## src/rtl/basic_sequencer.sv

```systemverilog
// basic_sequencer: timing/control unit of the basic accumulator computer
module basic_sequencer #(
  parameter int ADDR_W       = 6,
  parameter bit RUN_ON_RESET = 1'b0
) (
  input  logic              clk,
  input  logic              rst,
  input  logic              start,
  input  logic [ADDR_W+3:0] ir,
  input  logic              dr_zero,
  input  logic              fgi,
  input  logic              fgo,
  output logic [7:0]        T,
  output logic [7:0]        D,
  output logic              running,
  output logic              ien,
  output logic              int_cycle,
  output logic              ld_ar,
  output logic              inr_ar,
  output logic              clr_ar,
  output logic              ld_pc,
  output logic              inr_pc,
  output logic              clr_pc,
  output logic              ld_dr,
  output logic              inr_dr,
  output logic              ld_ir,
  output logic              ld_tr,
  output logic              ld_ac,
  output logic              clr_ac,
  output logic              read_ram,
  output logic              write_ram,
  output logic              and_op,
  output logic              add_op,
  output logic              lda_op,
  output logic              cma,
  output logic              cla,
  output logic              cir,
  output logic              cil,
  output logic [2:0]        bus_sel
);
  localparam logic [2:0] BUS_NONE = 3'd0;
  localparam logic [2:0] BUS_AR   = 3'd1;
  localparam logic [2:0] BUS_PC   = 3'd2;
  localparam logic [2:0] BUS_DR   = 3'd3;
  localparam logic [2:0] BUS_AC   = 3'd4;
  localparam logic [2:0] BUS_IR   = 3'd5;
  localparam logic [2:0] BUS_TR   = 3'd6;
  localparam logic [2:0] BUS_M    = 3'd7;

  logic [2:0] sc;
  logic [2:0] op;
  logic [4:0] b;
  logic       i_bit;
  logic       clr_sc;
  logic       hlt;
  logic       ien_set;
  logic       ien_clr;
  logic       r_clr;
  logic       set_r;
  logic       unused_addr;

  assign i_bit       = ir[ADDR_W+3];
  assign op          = ir[ADDR_W+2:ADDR_W];
  assign b           = ir[4:0];
  assign unused_addr = ^(ir[ADDR_W-1:0] >> 5);
  assign T           = running ? 8'b1 << sc : 8'b0;
  assign D           = 8'b1 << op;
  // an interrupt is only accepted once the current instruction is past fetch
  assign set_r       = running & (sc >= 3'd3) & ien & (fgi | fgo);

  // sequence counter, run flag, interrupt enable and interrupt-cycle flag
  always_ff @(posedge clk or posedge rst) begin
    if (rst) begin
      sc        <= 3'd0;
      running   <= RUN_ON_RESET;
      ien       <= 1'b0;
      int_cycle <= 1'b0;
    end else begin
      sc        <= clr_sc ? 3'd0 : running ? sc + 3'd1 : sc;
      running   <= ~hlt & (running | start);
      ien       <= ien_clr ? 1'b0 : ien_set ? 1'b1 : ien;
      int_cycle <= r_clr ? 1'b0 : set_r ? 1'b1 : int_cycle;
    end
  end

  // decode SC/R/IR into register, RAM, ALU and bus strobes
  always_comb begin
    {ld_ar, inr_ar, clr_ar, ld_pc, inr_pc, clr_pc, ld_dr, inr_dr, ld_ir, ld_tr} = '0;
    {ld_ac, clr_ac, read_ram, write_ram, and_op, add_op, lda_op, cma, cla, cir, cil} = '0;
    bus_sel = BUS_NONE;
    clr_sc  = 1'b0;
    hlt     = 1'b0;
    ien_set = 1'b0;
    ien_clr = 1'b0;
    r_clr   = 1'b0;
    if (running) begin
      if (int_cycle && sc <= 3'd2) begin
        clr_ar    = sc == 3'd0;
        ld_tr     = sc == 3'd0;
        write_ram = sc == 3'd1;
        clr_pc    = sc == 3'd1;
        inr_pc    = sc == 3'd2;
        clr_sc    = sc == 3'd2;
        ien_clr   = sc == 3'd2;
        r_clr     = sc == 3'd2;
        bus_sel   = sc == 3'd0 ? BUS_PC : sc == 3'd1 ? BUS_TR : BUS_NONE;
      end else begin
        case (sc)
          3'd0: begin
            bus_sel = BUS_PC;
            ld_ar   = 1'b1;
          end
          3'd1: begin
            bus_sel  = BUS_M;
            read_ram = 1'b1;
            ld_ir    = 1'b1;
            inr_pc   = 1'b1;
          end
          3'd2: begin
            bus_sel = BUS_IR;
            ld_ar   = 1'b1;
          end
          3'd3: begin
            if (D[7]) begin
              clr_sc = 1'b1;
              if (i_bit) begin
                ien_set = b[0];
                ien_clr = b[1];
              end else begin
                cla    = b[3];
                clr_ac = b[3];
                cma    = b[2];
                cir    = b[1];
                cil    = b[0];
                ld_ac  = |b[2:0];
                hlt    = b[4];
              end
            end else if (i_bit) begin
              bus_sel  = BUS_M;
              read_ram = 1'b1;
              ld_ar    = 1'b1;
            end
          end
          3'd4: begin
            case (op)
              3'd0, 3'd1, 3'd2, 3'd6: begin
                bus_sel  = BUS_M;
                read_ram = 1'b1;
                ld_dr    = 1'b1;
              end
              3'd3: begin
                bus_sel   = BUS_AC;
                write_ram = 1'b1;
                clr_sc    = 1'b1;
              end
              3'd4: begin
                bus_sel = BUS_AR;
                ld_pc   = 1'b1;
                clr_sc  = 1'b1;
              end
              3'd5: begin
                bus_sel   = BUS_PC;
                write_ram = 1'b1;
                inr_ar    = 1'b1;
              end
              default: clr_sc = 1'b1;
            endcase
          end
          3'd5: begin
            case (op)
              3'd0, 3'd1, 3'd2: begin
                and_op = op == 3'd0;
                add_op = op == 3'd1;
                lda_op = op == 3'd2;
                ld_ac  = 1'b1;
                clr_sc = 1'b1;
              end
              3'd5: begin
                bus_sel = BUS_AR;
                ld_pc   = 1'b1;
                clr_sc  = 1'b1;
              end
              3'd6: inr_dr = 1'b1;
              default: clr_sc = 1'b1;
            endcase
          end
          3'd6: begin
            clr_sc = 1'b1;
            if (op == 3'd6) begin
              bus_sel   = BUS_DR;
              write_ram = 1'b1;
              inr_pc    = dr_zero;
            end
          end
          default: clr_sc = 1'b1;
        endcase
      end
    end
  end
endmodule

```

## config.mk

```make
export PLATFORM = sky130hd
export DESIGN_NAME = basic_sequencer
export DESIGN_NICKNAME = d
export VERILOG_FILES = /design/src/rtl/basic_sequencer.sv
export SDC_FILE = /design/constraint.sdc
export NUM_CORES = 1
export LEC_CHECK = 0
export ABC_AREA = 1
export CAP_MARGIN = 20
export CORE_MARGIN = 2
export CORE_UTILIZATION = 38
export CTS_CLUSTER_DIAMETER = 150
export DETAILED_ROUTE_END_ITERATION = 7
export PLACE_DENSITY_LB_ADDON = 0.3
export SLEW_MARGIN = 25
export SYNTH_ARGS = -nofsm -noshare
export SYNTH_HDL_FRONTEND = slang
export SYNTH_SLANG_ARGS = --single-unit
```

## constraint.sdc

```tcl
create_clock -name clk -period 2.2 [get_ports clk]
set_input_delay 0.44 -clock clk [delete_from_list [all_inputs] [get_ports clk]]
set_output_delay 0.44 -clock clk [all_outputs]
set_load 0.02 [all_outputs]
```

# --- Yosys cells after proc, flatten, opt, wreduce, memory -nomap -nowiden ---
# Cells that the tools add are included.
# W data, S select, Z words.
totals:
  output_inout_bits: 43
  inputBits: 16
  register_bits: 6
classes:
  reduce_logical: 13
  order_cmp: 2
  eq_ne: 12
  bitwise_logic: 7
  addsub: 1
  shift: 2
  n_mux: 117
op_table:
  columns: ["operator", "count"]
  rows:
  - ["$mux W1", 98]
  - ["$mux W3", 8]
  - ["$pmux W3 S7", 1]
  - ["$eq A3 B3 Y1 const B", 6]
  - ["$shl A1 B3 Y8 const A", 2]
  - ["$eq A3 B2 Y1 const B", 4]
  - ["$pmux W3 S4", 1]
  - ["$pmux W1 S2", 5]
  - ["$reduce_or A3 Y1", 3]
  - ["$mux W8", 1]
  - ["$eq A3 B1 Y1 const B", 2]
  - ["$logic_not A3 Y1", 2]
  - ["$reduce_bool A2 Y1", 3]
  - ["$reduce_or A5 Y1", 1]
  - ["$and A1 B1 Y1", 4]
  - ["$pmux W1 S4", 1]
  - ["$reduce_or A2 Y1", 2]
  - ["$reduce_or A4 Y1", 1]
  - ["$add A3 B1 Y3 const B", 1]
  - ["$ge A3 B2 Y1 const B", 1]
  - ["$le A3 B2 Y1 const B", 1]
  - ["$pmux W1 S3", 1]
  - ["$mux W2", 1]
  - ["$or A1 B1 Y1", 2]
  - ["other kinds (2)", 2]

# --- Depth between registers and ports, before layout ---
# Gate-level depths: netlist (run 1).
logic_depth:
  ltp_word: 7
  ltp_mapped: 11
  mapped_depth_nobuf: 11

# --- Worst setup path before layout (run 1) ---
# No wires, ideal clock.
synth_timing:
  path_kind: "register to output"
  startpoint: "register sc[0]"
  endpoint: "output port clr_ac"
  stages_incl_launch_ff: 11
  path_slack_ns: 0.006
  arrival_time_ns: 1.754
  t_required_ns: 1.760
  cell_sequence: "dfrtp_1 inv_1 ha_1 nand2_4 nand2_4 nand2_8 nand2_4 nor2_4 inv_2 nor2_1 buf_4"
synth_via:
  elab_chain_cells: 4
synth_rtl:
  columns: ["item", "line", "text"]
  rows:
  - ["start: declaration", "50", "logic [2:0] sc;"]
  - ["start signal: assignment", "79", "sc <= clr_sc ? 3'd0 : running ? sc + 3'd1 : sc;"]
  - ["$le A3 B2 Y1 or $eq A3 B2 Y1 (tied branches)", null, null]
  - ["$logic_and A1 B1 Y1 or $mux W1 (tied branches)", null, null]
  - ["$mux W1 * (2 in a row)", null, null]
  - ["end: declaration", "29", "output logic clr_ac,"]
# Every way passes the cells marked *; elsewhere a longest branch is shown, timed or not.

# --- Worst setup path in the final report (run 1) ---
layout_timing:
  startpoint: "register sc[1]"
  endpoint: "output port bus_sel[2]"
layout_via:
  elab_chain_cells: 5
layout_rtl:
  columns: ["item", "line", "text"]
  rows:
  - ["$eq A3 B1 Y1", "106, 108", null]
  - ["$mux W3 (2 in a row)", "106", "bus_sel = sc == 3'd0 ? BUS_PC : sc == 3'd1 ? BUS_TR : BUS_NONE;"]
  - ["$mux W3 *", "97", "if (int_cycle && sc <= 3'd2) begin"]
  - ["$mux W3 *", "96", "if (running) begin"]
  - ["end: declaration", "39", "output logic [2:0] bus_sel"]
# Marks and branches as above.

==> impl_results.rst, run 1 <==
.. list-table::
   :header-rows: 1

   * - Metric
     - Value
   * - Result of the run
     - finished clean
   * - Highest net fanout along the worst path
     - 4
   * - Largest voltage drop on the vdd net
     - 1.09 mV
   * - # clock sinks
     - 6
   * - Number of cells produced by synthesis
     - approximately 170
   * - Post-synth ARST share
     - 100%
   * - Met1 capacity usage during global routing
     - 29.4%
   * - Grt met2 use
     - about two fifths
   * - Antenna violations before repair
     - 0
   * - Htree depth
     - 1
   * - Vias in the first global route
     - 1327
   * - Post-route setup TNS
     - 0 ns
   * - Remaining global-route overflow
     - 0
   * - Portion of the post-synthesis area used by sequential elements
     - between 10% and 20%
   * - Per-cell routed wire length
     - 12.7 um
   * - Transition time of the tightest slew-check pin
     - 0.268 ns
   * - Met3 usage in global routing
     - 1.87%
   * - Routed wire length
     - just under 4000 um
   * - DP HPWL
     - 2960 um
   * - Maxcap violations
     - 0
   * - Area of the placeable core
     - 2480 um^2
   * - Clk root buf
     - sky130_fd_sc_hd__clkbuf_4
   * - Shortest period the worst path allows
     - 2.16 ns
   * - First-pass iteration count of the detailed router
     - 4
   * - Warnings, synthesis
     - 0
   * - Final net count
     - 303
   * - Area contributors post-synth
     - sky130_fd_sc_hd__nand2_1 (17%), sky130_fd_sc_hd__dfrtp_1 (15%), sky130_fd_sc_hd__nor2_1 (9.8%)
   * - Power density over the cells
     - 988 nW/um^2
   * - Hold buffer count at cts
     - 0
   * - Critical Path Most Common Cell
     - sky130_fd_sc_hd__nand2_1
   * - Fraction of post-synthesis cell area in the top cell type by area
     - 16.5%
   * - Commonest register cell after synthesis
     - sky130_fd_sc_hd__dfrtp_1
   * - Vertical extent of the die
     - approximately 55 um
   * - Setup slack of the critical path after layout
     - 0.0433 ns
   * - Post-DP Area
     - 1930 um^2
   * - Post-synthesis net count
     - 195
   * - Buffer depth of the longest clock path
     - 2
   * - GRT Max-Usage Layer
     - met2
   * - EDFF count, synth
     - 0
   * - Startpoint types
     - flop
   * - Number of nets with antenna violations after detailed routing
     - 0
   * - Number of buffers created by CTS
     - 3
   * - Sum of internal, switching and leakage power
     - 1980 uW
   * - First-pass GRT wire length
     - 5730 um
   * - Headroom to the max-slew limit
     - 82.0%
   * - Final setup vio count
     - 0
   * - Required time of the critical path
     - 1.76 ns
   * - Final Hold Violating Endpoints
     - 0
   * - Worst setup EP type
     - output pin
   * - Distinct cell type count after synthesis
     - 28
   * - DRC viols
     - 0
   * - Full die area
     - 3060 um^2
   * - Per-cell via count in the routed design
     - 4.86
   * - Insertion delay to the later sink of the worst-skew pair
     - about 0.24 ns
   * - Num rows
     - 18
   * - Clock tree from TritonCTS
     - yes
   * - CTS clock-pin slew for the worst setup and hold paths
     - around 0.04 ns
   * - Area of the mapped netlist
     - between 900 and 1000 um^2
   * - Worst setup slack after placement
     - -0.586 ns
   * - Vias after detailed routing
     - 1502
   * - Top Ports
     - 59
   * - Area delta synth->final
     - 101%
   * - Worst min path class
     - in2async
   * - Count of input and output buffers
     - between 50 and 60
   * - Crit path kind
     - reg2out
   * - Pin count of the biggest net entering global routing
     - 15
   * - Number of design-rule violations left by the first detailed-router iteration
     - 35
   * - Die Wd
     - 55.3 um
   * - Setup repair after global routing missed its margin
     - yes
   * - Post-Layout Inst Area
     - 2000 um^2
   * - Worst-path cell with the longest stage delay
     - sky130_fd_sc_hd__dfrtp_2
   * - Crit-path max cell delay
     - 0.44 ns
   * - Fin crit share
     - 98.0%
   * - Post-synth top cells
     - sky130_fd_sc_hd__nand2_1 (44), sky130_fd_sc_hd__nor2_1 (26), sky130_fd_sc_hd__inv_1 (24)
   * - Max-slew violation count
     - 0
   * - Routability Congestion
     - 0.837
   * - Post-synthesis register bit count
     - 6
   * - Critical path data arrival time
     - 1.72 ns
   * - Hold WS
     - 0.414 ns
   * - Gr usage total
     - 22.9%
   * - Crit path cell chain
     - ha_2 > ha_4 > nand2_1 > inv_2 > nand2_1 > nand3_1 > inv_1 > nand3_1 > nand2_1 > nor2_1 > buf_4
   * - Area leader, netlist
     - sky130_fd_sc_hd__nand2_1
   * - Initial Util
     - 40.4%
   * - Final setup skew
     - 0.000237 ns
   * - Post-Syn Area per Cell
     - 5.78 um^2
   * - Diodes inserted
     - 0
   * - Highest attainable clock frequency
     - roughly 460 MHz
   * - Static Leakage
     - between 0.001 and 0.0015 uW
   * - Most used standard cell by instance count after synthesis
     - sky130_fd_sc_hd__nand2_1
   * - Share of layout cells above drive strength 1
     - 45.5%
[worst paths after layout]
kind	startpoint	endpoint	slack (ns)	depth (start not counted)
setup / recovery	sc[1]	bus_sel[2]	0.04	11
hold / removal	rst	sc[0]	0.41	2
setup reg to reg	sc[1]	sc[1]	0.45	11
hold reg to reg	sc[1]	sc[1]	0.58	2
max in group asynchronous	rst	sc[1]	1.58	2
min in group clk	sc[1]	sc[1]	0.58	2
[timing repair]
item | CTS | global route
pin swaps | 1 | 5
resized for setup | 100 | 67
cloned | 0 | 0
setup endpoints to repair | 40 | 34
buffers inserted | 0 | 3
[state kept, by name, indices dropped and copies added (netlist names)]
name       count
sc             3
ien            1
running        1
int_cycle      1
[cell families after synthesis]
kind of cell | after synthesis | synth area share (%)
AOI/OAI and AO/OA | 22 | 12.5
buffers and inverters | 38 | 15.6
and+or+nand+nor | 101 | 49.3
adders and majority gates | 6 | 7.51
DFF | 6 | 15.0
[cell type report]
type / instances / area (um^2)
Timing Repair Buffer: 107 / 856
Multi-Input combinational cell: 129 / 802
Fill cell: 183 / 473
Sequential cell: 6 / 151
Inverter: 34 / 135
Tap cell: 30 / 37.5
Clock buffer: 3 / 22.5
[metal layers]
layer,routed length (um),part of all wire (%)
met1,1610,41
met2,2060,52
met3,179,4.6
met4,89,2.3
met5,0,0
[layout by cell type, fill, tap and decap left out, types with 4 or more instances in the layout]
master / synthesis / final
sky130_fd_sc_hd__buf_2: 0 / 8
sky130_fd_sc_hd__nand2_1: 44 / 42
sky130_fd_sc_hd__nand2_4: 5 / 4
sky130_fd_sc_hd__nand2_2: 2 / 4
sky130_fd_sc_hd__dlygate4sd2_1: 0 / 11
sky130_fd_sc_hd__buf_4: 3 / 57
sky130_fd_sc_hd__clkbuf_2: 0 / 7
sky130_fd_sc_hd__inv_2: 8 / 11
sky130_fd_sc_hd__nor2_1: 26 / 22
sky130_fd_sc_hd__dlymetal6s2s_1: 0 / 5
sky130_fd_sc_hd__nor2_2: 1 / 4
sky130_fd_sc_hd__o21ai_2: 1 / 4
sky130_fd_sc_hd__a21oi_1: 8 / 5
sky130_fd_sc_hd__inv_1: 24 / 20
sky130_fd_sc_hd__nand3_1: 10 / 9
sky130_fd_sc_hd__dfrtp_1: 6 / 5
sky130_fd_sc_hd__clkdlybuf4s50_1: 0 / 15
sky130_fd_sc_hd__nor3_1: 6 / 6
[critical path: cells and delay by family (launching register included)]
kind / cells / cell delay [ns]
fa+ha+maj: 2 / 0.38
buf+inv: 3 / 0.27
flops: 1 / 0.44
simple gates: 6 / 0.39
[stage by stage]
step | std cells | util (%)
after detailed placement | 303 | 78.1
after global placement | 303 | 78.1
after global routing | 309 | 80.9
after floorplan | 173 | -
final | 309 | 80.9
after CTS | 306 | 75.5
[power by group]
part	switching (uW)	leakage, uW	internal (uW)
combinational	940	0.00114	738
sequential	53.0	0.0000735	151
clock	37.8	0.0000138	61.6
(Power assumes the default switching activity.)
==> run 2: changes to the inputs <==
- GPL_TIMING_DRIVEN: unset -> 0
- RECOVER_POWER: unset -> 50
==> impl_results.rst, run 2 (same netlist as run 1, synthesis figures left out) <==
.. list-table::
   :header-rows: 1

   * - Metric
     - Value
   * - Fin crit share
     - between 90% and 100%
   * - Full die area
     - slightly above 3000 um^2
   * - Placed Instances
     - 259
   * - DRC viols
     - 0
   * - Required time of the critical path
     - around 1.8 ns
   * - Count of non-filler cells in the finished layout
     - 274
   * - Startpoint types
     - flop
   * - # clock sinks
     - 6
   * - Final setup skew
     - 0.00103 ns
   * - Vias in the first global route
     - 1152
   * - CTS clock-pin slew for the worst setup and hold paths
     - 0.04 ns
   * - Vertical extent of the die
     - between 50 and 60 um
   * - Post-Layout Inst Area
     - 1800 um^2
   * - Most used cells in the layout excluding fill and tap cells
     - sky130_fd_sc_hd__nand2_1 (39), sky130_fd_sc_hd__nor2_1 (23), sky130_fd_sc_hd__buf_4 (22)
   * - Crit path kind
     - reg2out
   * - Highest net fanout along the worst path
     - 4
   * - Maxcap violations
     - 0
   * - Vias after detailed routing
     - about 1300
   * - Htree depth
     - 1
   * - Setup repair after global routing missed its margin
     - yes
   * - Clock tree from TritonCTS
     - yes
   * - Transition time of the tightest slew-check pin
     - roughly 0.27 ns
   * - Top reg by flops
     - sc
   * - Shortest period the worst path allows
     - 2.18 ns
   * - Area of the placeable core
     - 2480 um^2
   * - Number of inserted filler cells in the final layout
     - 213
   * - Worst setup EP type
     - output pin
   * - Insertion delay to the later sink of the worst-skew pair
     - 0.24 ns
   * - Per-cell via count in the routed design
     - 4.91
   * - Antenna violations before repair
     - 0
   * - Most common cell after layout, fill and taps aside
     - sky130_fd_sc_hd__nand2_1
   * - Register-to-Register Setup Slack
     - 0.60 ns
   * - Routability Congestion
     - 0.831
   * - Area delta synth->final
     - 80.2%
   * - DP HPWL
     - 2430 um
   * - Initial Util
     - around two fifths
   * - Reg-to-Reg End
     - sc[0]
   * - Num rows
     - 18
   * - Count of input and output buffers
     - 56
   * - Headroom to the max-slew limit
     - between 80% and 90%
   * - Top Ports
     - 59
   * - Clock group share of total power
     - 5.2%
   * - Gr usage total
     - 19.2%
   * - Result of the run
     - finished clean
   * - Critical path data arrival time
     - ~1.7 ns
   * - Relative contribution of combinational cells to total power
     - 82.5%
   * - Clk root buf
     - sky130_fd_sc_hd__clkbuf_4
   * - Highest attainable clock frequency
     - 458 MHz
   * - Number of design-rule violations left by the first detailed-router iteration
     - 24
   * - Number of buffers created by CTS
     - 3
   * - Switching power
     - 989 uW
   * - Diodes inserted
     - 0
   * - Per-cell routed wire length
     - ~12 um
   * - First-pass GRT wire length
     - roughly 4900 um
   * - Remaining global-route overflow
     - 0
   * - Post-DP Area
     - 1600 um^2
   * - Final setup vio count
     - 0
   * - Final Hold Violating Endpoints
     - 0
   * - Worst min path class
     - in2async
   * - Share of layout cells above drive strength 1
     - 37.7%
   * - Final net count
     - 268
   * - Pin count of the biggest net entering global routing
     - 11
   * - Routed wire length
     - between 3000 and 4000 um
   * - Max reg flops
     - 3
   * - Finished Core Util
     - 72.7%
   * - RR Startpoint
     - sc[0]
   * - Power density over the cells
     - just over 1000 nW/um^2
   * - Static Leakage
     - between 0.001 and 0.0015 uW
   * - Die Wd
     - 55.3 um
   * - Cell-internal power
     - 845 uW
   * - Switching share of total power
     - 53.9%
   * - Cell depth of the worst flop-to-flop path
     - 11
   * - Number of nets with antenna violations after detailed routing
     - 0
   * - Post-route setup TNS
     - 0 ns
   * - Sequential cell fraction of total power
     - 12.3%
   * - Largest voltage drop on the vdd net
     - about 0.84 mV
   * - Buffer depth of the longest clock path
     - 2
   * - Max-slew violation count
     - 0
   * - First-pass iteration count of the detailed router
     - 4
   * - Hold buffer count at cts
     - 0
==> run 2: how the worst max path moves through the flow <==
stage,startpoint,to,cells past startpoint
3_3_place_gp,ir[6],write_ram,9
3_5_place_dp,ir[6],bus_sel[1],9
5_1_grt,sc[0],clr_ac,11
4_1_cts,sc[1],bus_sel[1],9
2_1_floorplan,sc[0],clr_ac,10
6_report,sc[0],ld_ac,10
==> run 2: layout make-up <==
cell class / instances / area, um^2 / share of cell area [%]
inverter: 34 / 140 / 7.78
sequential: 6 / 155 / 8.61
clock buffer: 3 / 22.5 / 1.25
buffer: 4 / 31.3 / 1.74
tap: 30 / 37.5 / 2.08
timing repair buffer: 68 / 589 / 32.7
multi-input combinational: 129 / 826 / 45.8
==> run 2: repair_timing <==
item / 4_1_cts / 5_1_grt
pin swaps: 0 / 5
gates cloned: 0 / 0
setup endpoints to repair: 39 / 27
resized for setup: 111 / 48
setup buffers: 3 / 9
==> run 2: metal layers <==
layer	GRT usage, %	wire length [um]
met1	25.8	1480
met4	4.18	33
met2	33.2	1760
met3	1.64	141
met5	0	0
==> run 2: power groups by stage <==
stage	sequential [uW]	clock [uW]	combinational, uW
finish	226	95.3	1510
global route	229	110	1650
CTS	201	101	1330
detailed placement	206	0	1350
global placement	204	0	1340
floorplan	215	0	834
==> run 2: worst max-delay path: stages, from the launching register on <==
cell                      delay [ns]
sky130_fd_sc_hd__dfrtp_2        0.40
sky130_fd_sc_hd__buf_6          0.11
sky130_fd_sc_hd__buf_4          0.10
sky130_fd_sc_hd__ha_2           0.20
sky130_fd_sc_hd__nand2_2        0.09
sky130_fd_sc_hd__inv_2          0.10
sky130_fd_sc_hd__nand3_2        0.07
sky130_fd_sc_hd__o21ai_1        0.11
sky130_fd_sc_hd__nand3_1        0.11
sky130_fd_sc_hd__inv_1          0.07
sky130_fd_sc_hd__buf_4          0.13
==> run 2: stage by stage <==
| step | hold slack (ns) | worst slack [ns] | power, uW |
|---|---|---|---|
| 2_1_floorplan | 0.231 | 0.00632 | 1050 |
| 3_3_place_gp | 0.528 | -0.705 | 1540 |
| 3_5_place_dp | 0.547 | -0.735 | 1550 |
| 4_1_cts | 0.413 | -0.0839 | 1630 |
| 5_1_grt | 0.565 | -0.0670 | 1990 |
| 6_report | 0.548 | 0.0182 | 1830 |
==> RTL edit 1, RTL diff (settings of run 1) <==
`RUN_ON_RESET`: 1'b0 -> 1'b1.
--- a/src/rtl/basic_sequencer.sv
+++ b/src/rtl/basic_sequencer.sv
@@ -1,7 +1,7 @@
 // basic_sequencer: timing/control unit of the basic accumulator computer
 module basic_sequencer #(
   parameter int ADDR_W       = 6,
-  parameter bit RUN_ON_RESET = 1'b0
+  parameter bit RUN_ON_RESET = 1'b1
 ) (
   input  logic              clk,
   input  logic              rst,
Behaviour: not the same (a bounded check fails within 4 cycles, from zero or initial values and one cycle with rst high).
==> RTL edit 1 against run 1 <==
Power up 0.70%. Synthesized area up 0.13%. Worst setup slack better by 0.0025 ns. Sequential share of layout area is 0.14 points higher. Count of clock-buffer cells in the layout rose by 1. Routed wire length is 3.8% lower. Worst hold slack worse by 0.015 ns. Design area is 0.25% lower. Sequential cell count stayed put. Register-to-register slack improved by 0.07 ns. Clock skew is 0.0027 ns higher. Critical path type unchanged. Largest power group unchanged. Highest routed layer unchanged.
==> RTL edit 1: results (changes against run 1) <==
Placement
  • Area after DPL: 0.00191 mm2 (-1.5%)
  • Final Wtd Congestion: 0.898 (+7.4%)
  • Detailed-placement wirelength estimate: 2900 um (-2.0%)
  • Post-placement cell count: 299 (-1.3%)
  • Pre-CTS setup slack: -0.571 ns (+0.0144 ns)

Synth
  • Register area share after synthesis: 15.1% (+0.11 points)
  • Number of library cell types mapped by synthesis: 29 (+3.6%)
  • Synth Area in Compound Gates: 12.5% (-0.016 points)
  • Synth area leaders: nand2_1 17%, dfrtp_1 13%, nor2_1 9.7%
  • Syn_area_per_cell: 5.79 um2 (+0.13%)
  • Area fraction of the dominant cell type after synthesis: 16.5% (-0.021 points)
  • Post-Synth Adder-Cell Area: 7.50% (-0.0094 points)

Setup path
  • Crit path max fanout: 6 (+2)
  • CP top delay family: simple AND/OR/NAND/NOR gates

GRT
  • Global-route wire length before repair: 5920 um (+3.3%)
  • Vias in the first global route: 1400 (+5.5%)
  • Met3 GRT Util: 4.45% (+2.6 points)
  • Met1 track utilization from global routing: 27.4% (-1.9 points)
  • Met2 usage: 41.7% (+2.0 points)
  • GRT Util Overall: 23.5% (+0.58 points)

Pwr
  • Worst-case vdd ir drop: 961 uV (-12%)
  • Leak: 1.19 nW (-2.6%)
  • Clk pwr share: 5.8% (+0.8 points)
  • Net Sw Power: 1.04 mW (+1.3%)

Status
  • Status: finished clean

Finish
  • Fin area: 0.00200 mm2 (-0.25%)
  • # fillers: 168 (-8.2%)
  • Ratio of cells with drive above 1 in the final layout: 46.2% (+0.69 points)

Detailed routing
  • Routed vias: 1466 (-2.4%)
  • Met2 routed WL: 1980 um (-3.8%)
  • Via density: 4.78 (-1.8%)
  • Iter 0 DRT Violations: 31 (-11%)

Timing
  • Slew headroom: 81.4% (-0.56 points)
  • Clk_skew: 0.00290 ns (+0.00267 ns)
-- RTL edit 1: worst max-delay path by stage --
stage | endpoint | slack (ns) | depth (start not counted)
floorplan | clr_ac | 0.02 | 10
global placement | write_ram | -0.52 | 8
detailed placement | bus_sel[1] | -0.57 | 9
CTS | ld_ac | -0.04 | 8
global route | write_ram | -0.04 | 10
finish | cil | 0.05 | 9
-- RTL edit 1: final cells by class --
type / instances / share of cell area (%)
Clock buffer: 4 / 1.31
Multi-Input combinational cell: 129 / 41.1
Timing Repair Buffer: 104 / 41.2
Sequential cell: 6 / 7.70
Tap cell: 30 / 1.88
Inverter: 34 / 6.76
-- RTL edit 1: kinds of logic (layout without fill, tap and decap cells) --
group | after synthesis | count (layout)
AO/OA/AOI/OAI | 22 | 22
AND/OR/NAND/NOR | 101 | 101
buffers and inverters | 38 | 142
adder cells (fa/ha/maj) | 6 | 6
flip-flops | 6 | 6
==> RTL edit 2, RTL diff (flow settings as in run 1) <==
Made on the original files. Reset style: synchronous (`rst`), changed in one clocked block.
--- a/src/rtl/basic_sequencer.sv
+++ b/src/rtl/basic_sequencer.sv
@@ -69,7 +69,7 @@
   assign set_r       = running & (sc >= 3'd3) & ien & (fgi | fgo);
 
   // sequence counter, run flag, interrupt enable and interrupt-cycle flag
-  always_ff @(posedge clk or posedge rst) begin
+  always_ff @(posedge clk) begin
     if (rst) begin
       sc        <= 3'd0;
       running   <= RUN_ON_RESET;
Formal check against the unedited RTL: differs if rst is asserted again (counterexample within 4 cycles, from zero or initial values and one cycle with rst high); with rst held inactive, the same outputs for 10 cycles.
==> RTL edit 2 against run 1 <==
Core utilization is 2.2 points higher. Global-route usage rose by 7.6 points. Non-clock buffer count grew 3. Via count rose by 5.2%. Routed wire length increased by 9.5%. Sequential cell count stayed put. Design area decreased by 5.7%. Worst setup slack got worse by 0.017 ns. Synthesized area down 6.8%. Critical endpoint is now D[7].
Power is left out: it rests on default switching activity, and per cell area and clock period it moved more than threefold.
==> RTL edit 2: results (changes against run 1) <==
Clock network
  • TritonCTS Buffers: 3 (unchanged)
  • Longest Clk Path Bufs: 2 (unchanged)
  • Worst-path clk slew: roughly 0.050 ns
  • Root Driver: clkbuf_4
  • Htree depth: 1 (unchanged)
  • Worst skew pair latency: 0.24 ns (about the same)

Placement
  • Post-placement cell count: 299 (-1.3%)
  • Pre-CTS setup slack: -0.596 ns (-0.0103 ns)
  • Area after DPL: 0.00189 mm2 (-2.1%)
  • Detailed-placement wirelength estimate: 3430 um (+16%)
  • Final Wtd Congestion: 0.878 (+4.9%)
  • I/O Buffers: 57 (unchanged)

GRT
  • Vias in the first global route: 1539 (+16%)
  • Met1 track utilization from global routing: 30.8% (+1.4 points)
  • Number of antenna violations at the first check in global routing: 0 (unchanged)
  • Gr ovfl total: 0 (unchanged)
  • Met2 usage: 62.1% (+23 points)
  • GRT Util Overall: 30.6% (+7.6 points)
  • Met3 GRT Util: 3.39% (+1.5 points)
  • Pin count of the biggest net entering global routing: 13 (-2)
  • Global-route wire length before repair: 6450 um (+13%)

Synth
  • Async SR Flop Fraction: 0% (-100 points)
  • Synth cell count leaders: 37 x nand2_1, 32 x nor2_1, 26 x inv_1
  • Syn nets: 192 (-1.5%)
  • Mapped Cells: 170 (-1.7%)
  • Ys flop type: dfxtp_1
  • Synth area leaders: nand2_1 15%, dfxtp_1 13%, nor2_1 13%
  • Register area share after synthesis: 12.9% (-2.1 points)
  • Synth warn: 0 (unchanged)
  • Number of library cell types mapped by synthesis: 23 (-18%)

Finish
  • Final non-filler cell total: 306 (-0.97%)
  • Diode count: 0 (unchanged)
  • Max reg flops: 3 (unchanged)
  • Ratio of cells with drive above 1 in the final layout: 39.6% (-6.0 points)
  • Biggest register: sc
  • # fillers: 145 (-21%)

Timing
  • Slew headroom: 69.0% (-13 points)
  • Clk_skew: 0.00843 ns (+0.00820 ns)

Setup path
  • Slowest CP cell: clkdlybuf4s50_1
  • Arr. time, crit path: 1.73 ns
  • Reg2reg start: sc[0]
  • CP Launch Point: ir[7]
  • CP max stage delay: 0.59 ns (+0.15 ns)
  • Crit path max fanout: 6 (+2)

Detailed routing
  • DR pass1 iterations: 4 (unchanged)
  • Avg WL per Cell: 14.1 um (+11%)
  • Iter 0 DRT Violations: 37 (+5.7%)
  • Via density: 5.16 (+6.2%)

Status
  • Status: finished clean

Min path
  • HP Class: reg -> reg
  • Hold path start: ien
==> RTL edit 2: changes by cell type in the layout (fill, tap and decap cells not counted), moves of 4 or more <==
cell,run 1,this run
o21ai_0,2,6
dfxtp_1,0,4
dlygate4sd2_1,11,16
inv_2,11,3
nand2_1,42,36
dlymetal6s2s_1,5,1
nor2_1,22,30
a21oi_1,5,10
buf_2,8,14
inv_1,20,24
dfrtp_1,5,0
==> RTL edit 2: layer usage <==
| metal | part of all wire (%) | routed length (um) |
|---|---|---|
| met5 | 0 | 0 |
| met4 | 3.5 | 149 |
| met3 | 6.5 | 278 |
| met2 | 54 | 2310 |
| met1 | 36 | 1570 |
==> RTL edit 2: timing repair <==
action                     CTS  global route
cloned                       0             0
pin swaps                    0             2
setup endpoints to repair   40            25
setup buffers                1             3
gates resized for setup    104            37
==> RTL edit 2: worst paths after layout <==
check | cells past startpoint | endpoint | slack [ns]
max | 5 | D[7] | 0.03
min | 2 | ien | 0.53
max reg2reg | 13 | sc[1] | 0.48
min reg2reg | 2 | ien | 0.53
==> RTL edit 2: final cells by class <==
type | count | area [um2] | share of cell area, %
timing repair buffer | 110 | 863 | 45.7
inverter | 29 | 114 | 6.02
tap | 28 | 35.0 | 1.85
multi-input combinational | 130 | 731 | 38.6
clock buffer | 3 | 22.5 | 1.19
sequential | 6 | 125 | 6.62
==> RTL edit 2: cells by family after synthesis <==
logic type                 after synthesis  synth area share, %
xor gates and xnor gates                 1                0.940
adders and majority gates                6                 8.05
buffers and inverters                   34                 15.2
DFF                                      6                 12.9
AOI/OAI and AO/OA                       25                 14.6
and+or+nand+nor                         98                 48.3
==> RTL edit 2: worst max-delay path, delay by kind of cell <==
family,cells,cell delay [ns]
buffers and inverters,4,1.13
and+or+nand+nor,1,0.16
